$ cat config.mk
export PLATFORM = sky130hd
export DESIGN_NAME = interrupt_sequencer
export DESIGN_NICKNAME = d
export VERILOG_FILES = /design/src/rtl/interrupt_sequencer.sv
export SDC_FILE = /design/constraint.sdc
export NUM_CORES = 1
export LEC_CHECK = 0
export BUFFER_PORTS_ARGS = -buffer_cell sky130_fd_sc_hd__buf_2
export CORE_MARGIN = 2
export CORE_UTILIZATION = 49
export CTS_CLUSTER_SIZE = 30
export DETAILED_ROUTE_END_ITERATION = 7
export PLACE_DENSITY = 0.88
export SLEW_MARGIN = 10
export SYNTH_ARGS = -nofsm -noshare
export SYNTH_HDL_FRONTEND = slang
export SYNTH_SLANG_ARGS = --single-unit
$ cat constraint.sdc
create_clock -name clk -period 2 [get_ports clk]
set_input_delay 0.1 -clock clk [delete_from_list [all_inputs] [get_ports clk]]
set_output_delay 0.1 -clock clk [all_outputs]
set_load 0.005 [all_outputs]
$ cat src/rtl/interrupt_sequencer.sv
// Vectored, nestable interrupt sequencer: edge-captured IRQ lines, fixed priority
// (line 0 highest), per-line vectors, an internal EPC stack popped by uret.
module interrupt_sequencer #(
  parameter int unsigned          NUM_IRQ    = 3,
  parameter int unsigned          PC_W       = 32,
  parameter logic [PC_W-1:0]      VEC_BASE   = 32'h0000_1000,
  parameter logic [PC_W-1:0]      VEC_STRIDE = 32'h0000_0100,
  parameter logic [NUM_IRQ-1:0]   IE_RST     = {NUM_IRQ{1'b1}}
) (
  input  logic               clk,
  input  logic               rst_n,
  input  logic [NUM_IRQ-1:0] irq_in,
  input  logic               instr_valid,
  input  logic [PC_W-1:0]    pc_next,
  input  logic               uret,
  input  logic               csr_set,
  input  logic               csr_clr,
  input  logic [NUM_IRQ-1:0] csr_imm,
  output logic               take_int,
  output logic [PC_W-1:0]    int_vector,
  output logic               ret,
  output logic [PC_W-1:0]    epc_out,
  output logic [NUM_IRQ-1:0] ie,
  output logic [NUM_IRQ-1:0] pending,
  output logic [NUM_IRQ-1:0] in_service,
  output logic               uret_err
);

  localparam int unsigned SP_W = $clog2(NUM_IRQ + 1);

  logic [NUM_IRQ-1:0] s1_q, s2_q, s3_q, rise;
  logic [NUM_IRQ-1:0] pending_q, pending_d;
  logic [NUM_IRQ-1:0] ie_q, ie_d;
  logic [NUM_IRQ-1:0] in_service_q, in_service_d;
  logic [NUM_IRQ-1:0] elig, take_mask;
  logic [SP_W-1:0]    sp_q, sp_d;
  logic [PC_W-1:0]    stack_q [NUM_IRQ];
  logic               uret_err_q, uret_err_d;
  logic               sp_nz;
  int unsigned        cur, sel;

  assign rise  = s2_q & ~s3_q;
  assign sp_nz = (sp_q != '0);

  always_comb begin
    cur = NUM_IRQ;
    for (int unsigned i = NUM_IRQ; i > 0; i--) begin
      if (in_service_q[i-1]) cur = i - 1;
    end
    for (int unsigned i = 0; i < NUM_IRQ; i++) begin
      elig[i] = pending_q[i] & ie_q[i] & (i < cur);
    end
    sel = 0;
    for (int unsigned i = NUM_IRQ; i > 0; i--) begin
      if (elig[i-1]) sel = i - 1;
    end
  end

  // uret pre-empts a take in the same cycle; the take retries on the next retire.
  assign take_int   = instr_valid & (|elig) & ~(uret & sp_nz);
  assign ret        = instr_valid & uret & sp_nz;
  assign int_vector = VEC_BASE + PC_W'(sel) * VEC_STRIDE;

  always_comb begin
    epc_out = '0;
    for (int unsigned i = 0; i < NUM_IRQ; i++) begin
      if (32'(sp_q) == i + 1) epc_out = stack_q[i];
    end
  end

  always_comb begin
    for (int unsigned i = 0; i < NUM_IRQ; i++) begin
      take_mask[i] = take_int && (sel == i);
    end
    // A fresh rise on the line being taken keeps it pending.
    pending_d = (pending_q & ~take_mask) | rise;

    ie_d = ie_q;
    if (csr_clr)      ie_d = ie_q & ~csr_imm;
    else if (csr_set) ie_d = ie_q | csr_imm;

    in_service_d = in_service_q;
    sp_d         = sp_q;
    if (ret) begin
      in_service_d = in_service_q & (in_service_q - NUM_IRQ'(1));
      sp_d         = sp_q - SP_W'(1);
    end else if (take_int) begin
      in_service_d = in_service_q | take_mask;
      sp_d         = sp_q + SP_W'(1);
    end

    uret_err_d = uret_err_q | (instr_valid & uret & ~sp_nz);
  end

  always_ff @(posedge clk or negedge rst_n) begin
    if (!rst_n) begin
      s1_q         <= '0;
      s2_q         <= '0;
      s3_q         <= '0;
      pending_q    <= '0;
      ie_q         <= IE_RST;
      in_service_q <= '0;
      sp_q         <= '0;
      uret_err_q   <= 1'b0;
      for (int unsigned i = 0; i < NUM_IRQ; i++) stack_q[i] <= '0;
    end else begin
      s1_q         <= irq_in;
      s2_q         <= s1_q;
      s3_q         <= s2_q;
      pending_q    <= pending_d;
      ie_q         <= ie_d;
      in_service_q <= in_service_d;
      sp_q         <= sp_d;
      uret_err_q   <= uret_err_d;
      for (int unsigned i = 0; i < NUM_IRQ; i++) begin
        if (take_int && 32'(sp_q) == i) stack_q[i] <= pc_next;
      end
    end
  end

  assign ie         = ie_q;
  assign pending    = pending_q;
  assign in_service = in_service_q;
  assign uret_err   = uret_err_q;

endmodule

# Yosys cells after proc, flatten, opt, wreduce, memory -nomap -nowiden
# Index checks and enable logic that the tools add are counted.
word_totals:
  regBits: 117
  output_inout_bits: 76
  wordCells: 75
classes:
  n_addsub: 4
  n_lt_le_gt_ge: 3
  n_eq_ne: 5
  muxes: 15
  n_bitwise: 25
  n_reduce_logical: 12
op_table:
  columns: ["op", "count"]
  rows:
  - ["32-bit two-way mux", 6]
  - ["1-bit by 32-bit < comparator with 1-bit output, first input constant", 2]
  - ["13-bit by 32-bit adder with 32-bit output, first input constant", 1]
  - ["32-bit by 1-bit equality test with 1-bit output, second input constant", 1]
  - ["32-bit by 2-bit equality test with 1-bit output, second input constant", 1]
  - ["32-bit zero test", 1]
  - ["2-bit by 32-bit < comparator with 1-bit output, first input constant", 1]
  - ["1-bit bitwise AND", 12]
  - ["3-bit bitwise AND", 4]
  - ["3-bit two-way mux", 4]
  - ["3-bit inverter", 3]
  - ["3-bit OR", 3]
  - ["2-bit two-way mux", 4]
  - ["1-bit logical AND", 6]
  - ["2-bit nonzero test", 3]
  - ["2-bit equality test, second input constant", 2]
  - ["3-bit OR reduction", 1]
  - ["3-bit by 1-bit subtractor with 3-bit output, second input constant", 1]
  - ["2-bit by 1-bit adder with 2-bit output, second input constant", 1]
  - ["2-bit by 1-bit equality test with 1-bit output, second input constant", 1]
  - ["2-bit zero test", 1]
  - ["1-bit inverter", 2]
  - ["2-bit by 1-bit subtractor with 2-bit output, second input constant", 1]
  - ["1-bit two-way mux", 1]
  - ["1-bit OR", 1]

# Logic depth before layout (Yosys ltp)
logic_depth:
  word_depth: 13
  ltp_mapped: 8
  ltp_nobuf: 6

# Worst setup path after synthesis
# Ideal clock, no wire load.
synth_timing:
  kind: "flip-flop to flip-flop"
  startpoint: "register sp_q[0]"
  endpoint: "register stack_q[20] (netlist bit)"
  arrival_time_ns: 1.751
  path_slack_ns: 0.124
  path_stages_with_launch: 9
  path_buffers: 2
  period_less_slack_ns: 1.876
  cell_sequence: "dfrtp_1 > inv_1 > ha_1 > nand2b_1 > buf_2 > nand3_1 > a21oi_4 > buf_6 > mux2_2"
synth_via:
  elab_chain_cells: 5
  word_cells_on_any_way: 6
synth_rtl:
  columns: ["item", "line", "rtl"]
  rows:
  - ["start: declaration", "36", "logic [SP_W-1:0] sp_q, sp_d;"]
  - ["start signal: assignment", "113", "sp_q <= sp_d;"]
  - ["2-bit nonzero test", "43", "assign sp_nz = (sp_q != '0);"]
  - ["1-bit bitwise AND", "60", "assign take_int = instr_valid & (|elig) & ~(uret & sp_nz);"]
  - ["1-bit inverter", "60", null]
  - ["1-bit bitwise AND", "60", null]
  - ["1-bit logical AND (*)", "116", "if (take_int && 32'(sp_q) == i) stack_q[i] <= pc_next;"]
  - ["end signal: indexed assignment", "116", null]
  - ["end: declaration", "37", "logic [PC_W-1:0] stack_q [NUM_IRQ];"]
# Every way passes the cells marked *; elsewhere a longest branch is shown, timed or not.
# A chain may end at the register's enable or synchronous reset.

# Final worst setup path
layout_timing:
  startpoint: "register sp_q[0]"
  endpoint: "output epc_out[31]"
layout_via:
  elab_chain_cells: 4
  word_cells_on_any_way: 6
layout_rtl:
  columns: ["item", "line", "rtl"]
  rows:
  - ["2-bit by 1-bit equality test with 1-bit output", "67", "if (32'(sp_q) == i + 1) epc_out = stack_q[i];"]
  - ["32-bit two-way mux (2 in a row)", "67", null]
  - ["32-bit two-way mux (*)", "67", null]
  - ["end: declaration", "22", "output logic [PC_W-1:0] epc_out,"]
# Marks and branches as above.

==> impl_metrics.json <==
{
  "worst-path-buf-inv": 3,
  "synth_top_family_by_area": "multiplexers",
  "core_um2": 10900,
  "yosysTopAreaCellShare": 0.518,
  "path_class": "reg2out",
  "dr.first_iter.drc_count": 217,
  "n_fill_cell": 786,
  "violations": "negative setup slack",
  "crit_end": "epc_out[31]",
  "reg2reg_to": "stack_q[11]",
  "rsz0062_at_grt": "yes",
  "power.density_nw_per_um2": 1590,
  "slowest_delay_ns": 0.44,
  "arrival_ns": 1.95,
  "combPwrFrac": 0.415,
  "cts_tree": "done",
  "synth.distinct_cells": 33,
  "crit_path_end_kind": "output pin",
  "htree_levels": 4,
  "overflow": 0,
  "p_sw_frac": 0.336,
  "wl_met3_um": 816,
  "cp_num_cells": 8,
  "synth.area.top_cells": "dfrtp_1 52%, mux2_2 18%, nand2_1 4.7%, buf_4 4.1%, a21oi_1 3.7%",
  "grt_pass1_vias": 4245,
  "crit_chain": "buf_4 -> ha_4 -> clkbuf_16 -> nand2_1 -> nor2_1 -> a21oi_1 -> o21ai_1 -> buf_2",
  "routed_wl_mm": 13.6,
  "dr.pass1.iters": 5,
  "routedWlPerCell_um": 17.0,
  "vias": 4191,
  "multi_input_area_um2": 2390,
  "netlist_area_um2": 5510,
  "ios": 120,
  "tightest_slew_ns": 0.641,
  "cts.sinks": 117,
  "synth-simple-area-share": 0.0911,
  "p_sw_mw": 3.96,
  "timing.final.ws_setup_ns": -0.0458,
  "r2r_slack_ns": 0.05,
  "drc": 0,
  "hold_viol": 0,
  "ys_seq_area_frac": 0.532,
  "clk_pin_slew_ns": 0.05,
  "worstPathMaxFanout": 9,
  "dieWidth_um": 110,
  "met2WireLength_mm": 6.90,
  "synth.avg_cell_area_um2": 11.2,
  "synth-adder-area-share": 0.00909,
  "hp-class": "in2reg",
  "layout_common_cells": "112 x dfrtp_1, 89 x mux2_2, 88 x buf_2",
  "clock-root-buffer": "clkbuf_8",
  "power_frac_clock": 0.237,
  "p_leak_nw": 3.40,
  "yosys_warnings": 0,
  "dieArea_um2": 12100,
  "fin_crit_ns": 2.05,
  "antenna_found_initial": 0,
  "synthMuxAreaShare": 0.196,
  "vias_per_cell": 5.25,
  "ys_ff_latch": 117,
  "postSynthCellCount": 493,
  "fin_crit_sh": 1.02,
  "finalSetupTns_ns": -0.148,
  "ant_nets": 0,
  "crit_path_start": "sp_q[0]",
  "grt_pass1_wl_mm": 20.7,
  "crit_family": "buffers and inverters",
  "cts_inserted_buffers": 17,
  "nets": 694,
  "synth_compound_area_frac": 0.0904,
  "grt_max_degree": 118,
  "yosys.area_share.xor_xnor": 0.00159,
  "crit_slowest_cell": "dfrtp_2",
  "slew_viol_final": 0,
  "setup-violations-final": 9,
  "gr-usage-all-layers": 0.226,
  "insertion_delay_ns": 0.52,
  "finalWeightedCongestion": 0.785,
  "drv_cap": 0,
  "fin_skew_ns": 0.0108,
  "top_layer_used": "met4",
  "r2r-start": "sp_q[1]",
  "seqPwrFrac": 0.347,
  "dpl.hpwl_mm": 7.65,
  "row_count": 38,
  "start_util": 0.506,
  "layout_commonest_cell": "dfrtp_1",
  "chipHeight_um": 110,
  "placed_cells": 706,
  "fin_cells": 799,
  "r2r_cells": 7,
  "worst_setup_path_start_kind": "flip-flop",
  "diodes": 0,
  "area_growth_pct": 35.0,
  "ir_drop_v": 0.000778,
  "status": "finished, violations left",
  "p_int_mw": 7.83,
  "final_layout_size_suffix_gt1_frac": 0.426,
  "clockBufferDepth": 2,
  "slew-limit-headroom": 0.573,
  "synth_top_area_cell": "dfrtp_1",
  "fmaxAchievable_mhz": 489,
  "seq_area_um2": 2930,
  "wl_met1_mm": 5.67,
  "port_buffers": 89,
  "cp.required_ns": 1.90
}
[synthesized netlist by cell type]
| cell type | instances |
|---|---|
| a31o_2 | 2 |
| a22o_1 | 1 |
| buf_6 | 9 |
| buf_2 | 1 |
| nor2_1 | 36 |
| nand3b_1 | 1 |
| clkbuf_1 | 17 |
| nand4b_4 | 1 |
| nand2_1 | 69 |
| inv_1 | 7 |
| a311o_1 | 1 |
| dfrtp_1 | 114 |
| ha_1 | 4 |
| nor2b_1 | 1 |
| a21oi_1 | 41 |
| and2_1 | 1 |
| buf_4 | 30 |
| mux2_1 | 7 |
| o22ai_1 | 1 |
| or3b_1 | 1 |
| nand2b_1 | 4 |
| buf_1 | 2 |
| a21oi_4 | 3 |
| mux2_2 | 89 |
| and4_1 | 1 |
| conb_1 | 2 |
| nand3_1 | 3 |
| o21ai_0 | 36 |
| xnor2_1 | 1 |
| dfstp_2 | 3 |
| nor2_2 | 1 |
| a21o_2 | 1 |
| a31oi_1 | 2 |
[how the worst min path moves through the flow]
stage	start	end	cells after the start
after global routing	instr_valid	in_service[0]	3
after CTS	instr_valid	in_service[0]	3
after global placement	irq_in[0]	s1_q[0]	1
after detailed placement	irq_in[1]	s1_q[1]	1
after floorplan	rst_n	in_service[0]	0
final	instr_valid	in_service[0]	3
[routing by layer]
layer  GRT usage  vias up
met5           0        -
met4       0.107        0
met3      0.0600       18
met2       0.361      149
met1       0.287     2099
li1            -     1925
[power groups by stage]
stage	clock (mW)	combinational [mW]	sequential, mW
after floorplan	0	2.60	3.86
after global placement	0	3.63	3.95
after detailed placement	0	3.80	4.05
after CTS	2.84	4.29	4.05
after global routing	2.97	5.36	4.21
final	2.80	4.90	4.10
[timing repair]
item                                    in CTS  in global routing
endpoints found under the hold margin      218                  0
buffers inserted                             3                  6
endpoints found under the setup margin      34                 34
pin swaps                                    2                  3
gates resized for setup                     43                 44
cloned                                       1                  6
hold buffers                                45                  0
[metrics by stage]
| step | area, µm² | hold WS (ns) | utilization | power (mW) | worst slack (ns) |
|---|---|---|---|---|---|
| floorplan | 5610 | -0.196 | - | 6.46 | 0.124 |
| global placement | 6010 | 0.211 | 0.552 | 7.58 | 0.158 |
| detailed placement | 6010 | 0.210 | 0.552 | 7.84 | 0.0514 |
| CTS | 7170 | 0.000327 | 0.659 | 11.2 | -0.0468 |
| global route | 7430 | 0.0659 | 0.683 | 12.5 | -0.144 |
| finish | 7430 | 0.0387 | 0.683 | 11.8 | -0.0458 |
[kinds of logic after synthesis]
logic type	Yosys count
AOI/OAI and AO/OA	88
muxes	96
other	2
and+or+nand+nor	119
xor gates and xnor gates	1
buffers and inverters	66
DFF	117
adders and majority gates	4
[sequential cells by signal, summed over array words and instances (netlist names), named ones only]
name / count
stack_q: 96
uret_err: 1
s3_q: 3
in_service: 3
s2_q: 3
pending: 3
s1_q: 3
sp_q: 2
[tightest hold or removal path, delay by kind of cell]
kind / cells / cell delay [ns]
AOI/OAI and AO/OA: 1 / 0.17
buffers and inverters: 1 / 0.19
and+or+nand+nor: 1 / 0.05
[layout make-up]
class	count	area share
flip-flops and latches	117	0.395
inverters	7	0.00421
clock buffers	28	0.0680
multi-input cells	338	0.321
clock inverters	4	0.00606
well taps	140	0.0236
repair buffers	165	0.182
(Power assumes the default switching activity.)
